===== src/rtl/ar_cmd_queue_pkg.sv =====
// Shared widths and AXI burst encodings for the AR command queue.
package ar_cmd_queue_pkg;

  localparam int unsigned ADD_ID_WIDTH = 4;
  localparam int unsigned ADD_WIDTH    = 32;
  localparam int unsigned BURST_LEN    = 4;
  localparam int unsigned BURST_SIZE   = 3;
  localparam int unsigned BURST_TYPE   = 2;

  localparam logic [1:0] BURST_FIXED = 2'b00;
  localparam logic [1:0] BURST_INCR  = 2'b01;
  localparam logic [1:0] BURST_WRAP  = 2'b10;
  localparam logic [1:0] BURST_RSVD  = 2'b11;

endpackage


===== src/rtl/ar_cmd_queue_fifo.sv =====
// Generic synchronous FIFO (module sync_fifo); head word is always visible on rdata_c.
module sync_fifo #(
  parameter int unsigned WIDTH = 8,
  parameter int unsigned DEPTH = 4,
  localparam int unsigned PTR_W = $clog2(DEPTH),
  localparam int unsigned CNT_W = $clog2(DEPTH + 1)
) (
  input  logic             clk,
  input  logic             reset,
  input  logic             push_i,
  input  logic             pop_i,
  input  logic [WIDTH-1:0] wdata_i,
  output logic [WIDTH-1:0] rdata_c,
  output logic             full_o,
  output logic             empty_o,
  output logic [CNT_W-1:0] count_o,
  output logic [CNT_W-1:0] count_nxt_c
);

  logic [WIDTH-1:0] mem_q [DEPTH];
  logic [PTR_W-1:0] wr_ptr_q, wr_ptr_d;
  logic [PTR_W-1:0] rd_ptr_q, rd_ptr_d;
  logic [CNT_W-1:0] count_q, count_d;
  logic             full_q, empty_q;
  logic             do_push, do_pop;

  assign do_push = push_i && !full_q;
  assign do_pop  = pop_i && !empty_q;

  // Pointers wrap naturally because DEPTH is a power of two.
  always_comb begin
    wr_ptr_d = wr_ptr_q;
    rd_ptr_d = rd_ptr_q;
    count_d  = count_q;
    if (do_push) wr_ptr_d = wr_ptr_q + PTR_W'(1);
    if (do_pop)  rd_ptr_d = rd_ptr_q + PTR_W'(1);
    case ({do_push, do_pop})
      2'b10:   count_d = count_q + CNT_W'(1);
      2'b01:   count_d = count_q - CNT_W'(1);
      default: count_d = count_q;
    endcase
  end

  always_ff @(posedge clk) begin
    if (reset) begin
      wr_ptr_q <= '0;
      rd_ptr_q <= '0;
      count_q  <= '0;
      full_q   <= 1'b0;
      empty_q  <= 1'b1;
      for (int i = 0; i < int'(DEPTH); i++) mem_q[i] <= '0;
    end else begin
      wr_ptr_q <= wr_ptr_d;
      rd_ptr_q <= rd_ptr_d;
      count_q  <= count_d;
      full_q   <= (count_d == CNT_W'(DEPTH));
      empty_q  <= (count_d == '0);
      if (do_push) mem_q[wr_ptr_q] <= wdata_i;
    end
  end

  assign rdata_c     = mem_q[rd_ptr_q];
  assign full_o      = full_q;
  assign empty_o     = empty_q;
  assign count_o     = count_q;
  assign count_nxt_c = count_d;

endmodule


===== src/rtl/ar_cmd_queue.sv =====
// AXI AR command queue: buffers up to DEPTH read commands for the read-data module.
// Optional burst legality flag (err_out) enabled by AR_CMD_QUEUE_BURST_CHECK_EN.
module ar_cmd_queue #(
  parameter int unsigned ADD_ID_WIDTH = ar_cmd_queue_pkg::ADD_ID_WIDTH,
  parameter int unsigned ADD_WIDTH    = ar_cmd_queue_pkg::ADD_WIDTH,
  parameter int unsigned BURST_LEN    = ar_cmd_queue_pkg::BURST_LEN,
  parameter int unsigned BURST_SIZE   = ar_cmd_queue_pkg::BURST_SIZE,
  parameter int unsigned BURST_TYPE   = ar_cmd_queue_pkg::BURST_TYPE,
  parameter int unsigned DEPTH        = 4
) (
  input  logic                         clk,
  input  logic                         reset,
  input  logic [ADD_ID_WIDTH-1:0]      arid,
  input  logic [ADD_WIDTH-1:0]         araddr,
  input  logic [BURST_LEN-1:0]         arlen,
  input  logic [BURST_SIZE-1:0]        arsize,
  input  logic [BURST_TYPE-1:0]        arburst,
  input  logic [1:0]                   arlock,
  input  logic [3:0]                   arcache,
  input  logic [2:0]                   arprot,
  input  logic                         arvalid,
  output logic                         arready,
  output logic [ADD_WIDTH-1:0]         address_out,
  output logic [ADD_ID_WIDTH-1:0]      id_out,
  output logic [BURST_LEN-1:0]         len_out,
  output logic [BURST_SIZE-1:0]        size_out,
  output logic [BURST_TYPE-1:0]        burst_out,
  output logic                         mod2_valid_out,
  input  logic                         mod2_ready_in,
  output logic [$clog2(DEPTH+1)-1:0]   count_out
`ifdef AR_CMD_QUEUE_BURST_CHECK_EN
  ,
  output logic                         err_out
`endif
);

  import ar_cmd_queue_pkg::*;

  localparam int unsigned CNT_W   = $clog2(DEPTH + 1);
  localparam int unsigned PAYLD_W = ADD_ID_WIDTH + ADD_WIDTH + BURST_LEN + BURST_SIZE + BURST_TYPE;
`ifdef AR_CMD_QUEUE_BURST_CHECK_EN
  localparam int unsigned CMD_W = PAYLD_W + 1;
`else
  localparam int unsigned CMD_W = PAYLD_W;
`endif

  logic [CMD_W-1:0] wdata_c, head_c;
  logic [CNT_W-1:0] count_c, count_nxt_c;
  logic             full_c, empty_c;
  logic             push_c, pop_c;
  logic             arready_q, arready_d;

  assign push_c = arvalid && arready_q;
  assign pop_c  = mod2_ready_in && !empty_c;

`ifdef AR_CMD_QUEUE_BURST_CHECK_EN
  // Reserved burst type, or WRAP whose beat count is not 2/4/8/16.
  logic err_c;
  assign err_c = (arburst == BURST_TYPE'(BURST_RSVD)) ||
                 ((arburst == BURST_TYPE'(BURST_WRAP)) &&
                  !((arlen == BURST_LEN'(1)) || (arlen == BURST_LEN'(3)) ||
                    (arlen == BURST_LEN'(7)) || (arlen == BURST_LEN'(15))));
  assign wdata_c = {arid, araddr, arlen, arsize, arburst, err_c};
  assign {id_out, address_out, len_out, size_out, burst_out, err_out} = head_c;
`else
  assign wdata_c = {arid, araddr, arlen, arsize, arburst};
  assign {id_out, address_out, len_out, size_out, burst_out} = head_c;
`endif

  sync_fifo #(
    .WIDTH (CMD_W),
    .DEPTH (DEPTH)
  ) u_fifo (
    .clk         (clk),
    .reset       (reset),
    .push_i      (push_c),
    .pop_i       (pop_c),
    .wdata_i     (wdata_c),
    .rdata_c     (head_c),
    .full_o      (full_c),
    .empty_o     (empty_c),
    .count_o     (count_c),
    .count_nxt_c (count_nxt_c)
  );

  // arready looks one cycle ahead so a pop at full reopens the slot next cycle.
  assign arready_d = (count_nxt_c != CNT_W'(DEPTH));

  always_ff @(posedge clk) begin
    if (reset) arready_q <= 1'b0;
    else       arready_q <= arready_d;
  end

  assign arready        = arready_q;
  assign mod2_valid_out = !empty_c;
  assign count_out      = count_c;

  logic unused_sideband;
  assign unused_sideband = ^{arlock, arcache, arprot, full_c, BURST_FIXED, BURST_INCR};

endmodule


===== config.mk =====
export PLATFORM = sky130hd
export DESIGN_NAME = ar_cmd_queue
export DESIGN_NICKNAME = d
export VERILOG_FILES = /design/src/rtl/ar_cmd_queue_pkg.sv /design/src/rtl/ar_cmd_queue_fifo.sv /design/src/rtl/ar_cmd_queue.sv
export SDC_FILE = /design/constraint.sdc
export NUM_CORES = 1
export LEC_CHECK = 0
export BUFFER_PORTS_ARGS = -buffer_cell sky130_fd_sc_hd__buf_2
export CAP_MARGIN = 10
export CORE_ASPECT_RATIO = 1.4
export CORE_MARGIN = 1.5
export CORE_UTILIZATION = 30
export DETAILED_ROUTE_END_ITERATION = 8
export PLACE_DENSITY = 0.45
export SLEW_MARGIN = 40
export SYNTH_ARGS = -nofsm -noshare
export SYNTH_HDL_FRONTEND = slang
export SYNTH_HIERARCHICAL = 1
export SYNTH_SLANG_ARGS = --single-unit

===== constraint.sdc =====
create_clock -name clk -period 4.4 [get_ports clk]
set_input_delay 0.44 -clock clk [delete_from_list [all_inputs] [get_ports clk]]
set_output_delay 0.44 -clock clk [all_outputs]
set_load 0.1 [all_outputs]

==> results.sh <==
export IMPL_ctsHoldBuffers=0
export IMPL_ir_worst_vdd_uv=259.6
export IMPL_h_tree_depth=4
export IMPL_synth_edf_count=180
export IMPL_synth_cells_most_frequent="181 x and2_1, 180 x edfxtp_1, 45 x mux4_2, 12 x buf_6, 12 x dfxtp_1"
export IMPL_fp_dieArea_um2=28880
export IMPL_wl_per_cell_um=19.65
export IMPL_synth_compound_area_share_pct=0.6588
export IMPL_yosys_warnings=6
export IMPL_critPathBufInv=2
export IMPL_finalWirelength_mm=19.24
export IMPL_io_buffers=98
export IMPL_outcome="completed"
export IMPL_setup_tns_ns=0
export IMPL_async_flop_share_pct=0
export IMPL_met3_usage_pct=3.268
export IMPL_drv_slew=0
export IMPL_final_nets=654
export IMPL_cts_root_buf="clkbuf_16"
export IMPL_die_h_um=200.5
export IMPL_grt_pass1_vias=4894
export IMPL_max_freq_ghz=0.3553
export IMPL_cts_setup_buffers=0
export IMPL_clock_latency_ns=0.44
export IMPL_seq_area_frac_synth_pct=67.56
export IMPL_overflow=0
export IMPL_dp_hpwl_mm=11.03
export IMPL_power_density_nw_per_um2=426.8
export IMPL_syn_num_nets=556
export IMPL_grt_setup_unrepaired="false"
export IMPL_syn_area_per_cell_um2=16.85
export IMPL_p_leak_nw=3.629
export IMPL_synth_top_cell_area_share_pct=64.68
export IMPL_synth_area_um2=8357
export IMPL_finClkSkew_ns=0.009536
export IMPL_critPathMaxStageDelay_ns=0.59
export IMPL_gp_congestion=0.7063
export IMPL_synth_simple_area_share_pct=15.74
export IMPL_worst_slew_pin_slew_ns=0.7298
export IMPL_drt_iter0_drc=273
export IMPL_post_route_util_pct=35.81
export IMPL_setup_violations=0
export IMPL_use_met2_pct=25.87
export IMPL_hp_class="in2reg"
export IMPL_grt_use_met1_pct=15.21
export IMPL_routed_via_density=4.549
export IMPL_drc=0
export IMPL_ys_flop_type="edfxtp_1"
export IMPL_maxCapViolations=0
export IMPL_cp_cell_sequence="buf_4 > mux4_2 > buf_2"
export IMPL_cts_buffers=17
export IMPL_fin_crit_ns=2.815
export IMPL_antenna_found_initial=4
export IMPL_synth_top_area_cell="edfxtp_1"
export IMPL_netlist_top_cells_area="edfxtp_1 65%, and2_1 14%, mux4_2 12%"
export IMPL_synth_cell_type_count=31
export IMPL_slew_headroom_pct=51.19
export IMPL_fin_crit_sh_pct=63.97
export IMPL_grt_pass1_wl_mm=28.52
export IMPL_synthCells=496
export IMPL_cts_sinks=192
export IMPL_cts_resized=0
export IMPL_cts_clk_slew_worst_paths_ns=0.07
export IMPL_crit_type="reg2out"
export IMPL_ys_ff_latch=192
export IMPL_critical_path_top_delay_family="buffers and inverters"
export IMPL_synth_most_common_cell="and2_1"
export IMPL_cp_slowest_cell="dfxtp_2"
export IMPL_synth_adder_area_share_pct=0.3893
export IMPL_hold_viol=0
export IMPL_layout_drive_gt1_share_pct=31.52
export IMPL_crit_path_end_kind="primary output"
export IMPL_first_pass_iters=4
export IMPL_worstPathRequired_ns=3.96
export IMPL_clk_path_buf_depth=2
export IMPL_synth_top_family_by_area="simple AND/OR/NAND/NOR gates"
export IMPL_rows=72
export IMPL_die_x_um=144.1
export IMPL_grt_max_degree=46
export IMPL_top_usage_layer="met2"
export IMPL_cts_tree="done"
export IMPL_initial_utilization_pct=30.41
export IMPL_syn2layout_area_growth_pct=17.74
export IMPL_worstPathArrival_ns=2.37
export IMPL_io_pins=108
export IMPL_synthXorXnorAreaFrac_pct=0.7336
export IMPL_synth_mux_area_fraction_pct=12.26
export IMPL_core_area_um2=27480
export IMPL_vias=4453
export IMPL_cp_start_kind="flip-flop"
export IMPL_ant_nets=0
export IMPL_track_usage_pct=14.03
export IMPL_path_max_fanout=31
## stage by stage
stage               power [mW]  setup slack, ns  hold slack [ns]  cells  area [µm²]
global route             4.337            1.448           0.2978    979        9839
finish                   4.200            1.585           0.3130    979        9839
detailed placement       2.762            1.627           0.5331    945        9276
CTS                      4.246            1.510           0.2874    976        9832
floorplan                2.608           0.5007           0.4847    496        8357
global placement         2.741            1.664           0.5149    941        9193
## worst register-to-register path, cell delays in order, from the launching register on
cell     delay [ns]
dfxtp_1        0.32
and2_1         0.19
nor2b_1        0.39
inv_1          0.10
ha_1           0.25
fa_1           0.38
xnor2_1        0.18
or4_1          0.47
o311a_1        0.14
## kinds of logic after synthesis
| kind of cell | count (synthesis) |
|---|---|
| AOI/OAI and AO/OA | 8 |
| xor gates and xnor gates | 7 |
| adders and majority gates | 2 |
| buffers and inverters | 33 |
| DFF | 192 |
| muxes | 46 |
| and+or+nand+nor | 208 |
## path summary, 6_finish.rpt
path | startpoint | endpoint | slack (ns) | cells after the start
setup reg to reg | arready$_SDFF_PP0_ | u_fifo/empty_o$_SDFF_PP1_ | 1.85 | 8
setup / recovery | flip-flop | address_out[27] | 1.59 | 3
hold reg to reg | u_fifo/rd_ptr_q[0]$_SDFFE_PP0N_ | u_fifo/rd_ptr_q[0]$_SDFFE_PP0N_ | 0.54 | 2
hold / removal | araddr[18] | u_fifo/mem_q[0][27]$_SDFFCE_PN0P_ | 0.31 | 2
## routing by layer
| layer | up-vias | share of wire (%) |
|---|---|---|
| met3 | 23 | 4.3 |
| met1 | 2317 | 38 |
| met2 | 95 | 56 |
| met4 | 2 | 2.0 |
| met5 | - | 0.057 |
| li1 | 2016 | - |
## final cells by class
cell class | instances | area, µm²
Multi-Input combinational cell | 271 | 2529
Tap cell | 370 | 462.9
Timing Repair Buffer | 109 | 623.1
Sequential cell | 192 | 5650
Clock buffer | 21 | 440.4
Inverter | 3 | 11.26
Antenna cell | 3 | 7.507
Clock inverter | 10 | 115.1
Fill cell | 2675 | 17640
## state kept, by name (all words and copies together), names as in the netlist, named ones only
name	count
arready	1
u_fifo/count_o	3
u_fifo/empty_o	1
u_fifo/full_o	1
u_fifo/mem_q	180
u_fifo/rd_ptr_q	2
u_fifo/wr_ptr_q	2
## power breakdown
part           internal, mW  total, mW  leakage [nW]  switching, mW
logic                 0.136      0.588          1.41          0.452
clock network         0.831       1.49         0.254          0.658
registers              2.09       2.12          1.96         0.0307
## cell usage in the layout, fill, tap and decap left out, types with 2 or more instances in the layout
| cell type | count |
|---|---|
| clkbuf_1 | 4 |
| buf_2 | 98 |
| dfxtp_1 | 10 |
| clkinvlp_4 | 4 |
| clkinv_1 | 2 |
| and2_1 | 181 |
| bufinv_16 | 2 |
| a31o_4 | 2 |
| clkbuf_16 | 17 |
| inv_1 | 3 |
| buf_4 | 7 |
| nor3_4 | 2 |
| nand2_1 | 2 |
| mux4_2 | 45 |
| nor2b_1 | 6 |
| xor2_1 | 3 |
| nand3b_1 | 2 |
| buf_12 | 4 |
| nor2_1 | 8 |
| diode_2 | 3 |
| clkinv_4 | 2 |
| xnor2_1 | 4 |
| edfxtp_1 | 180 |
| a21oi_1 | 3 |
Power figures use the tool's default switching activity.
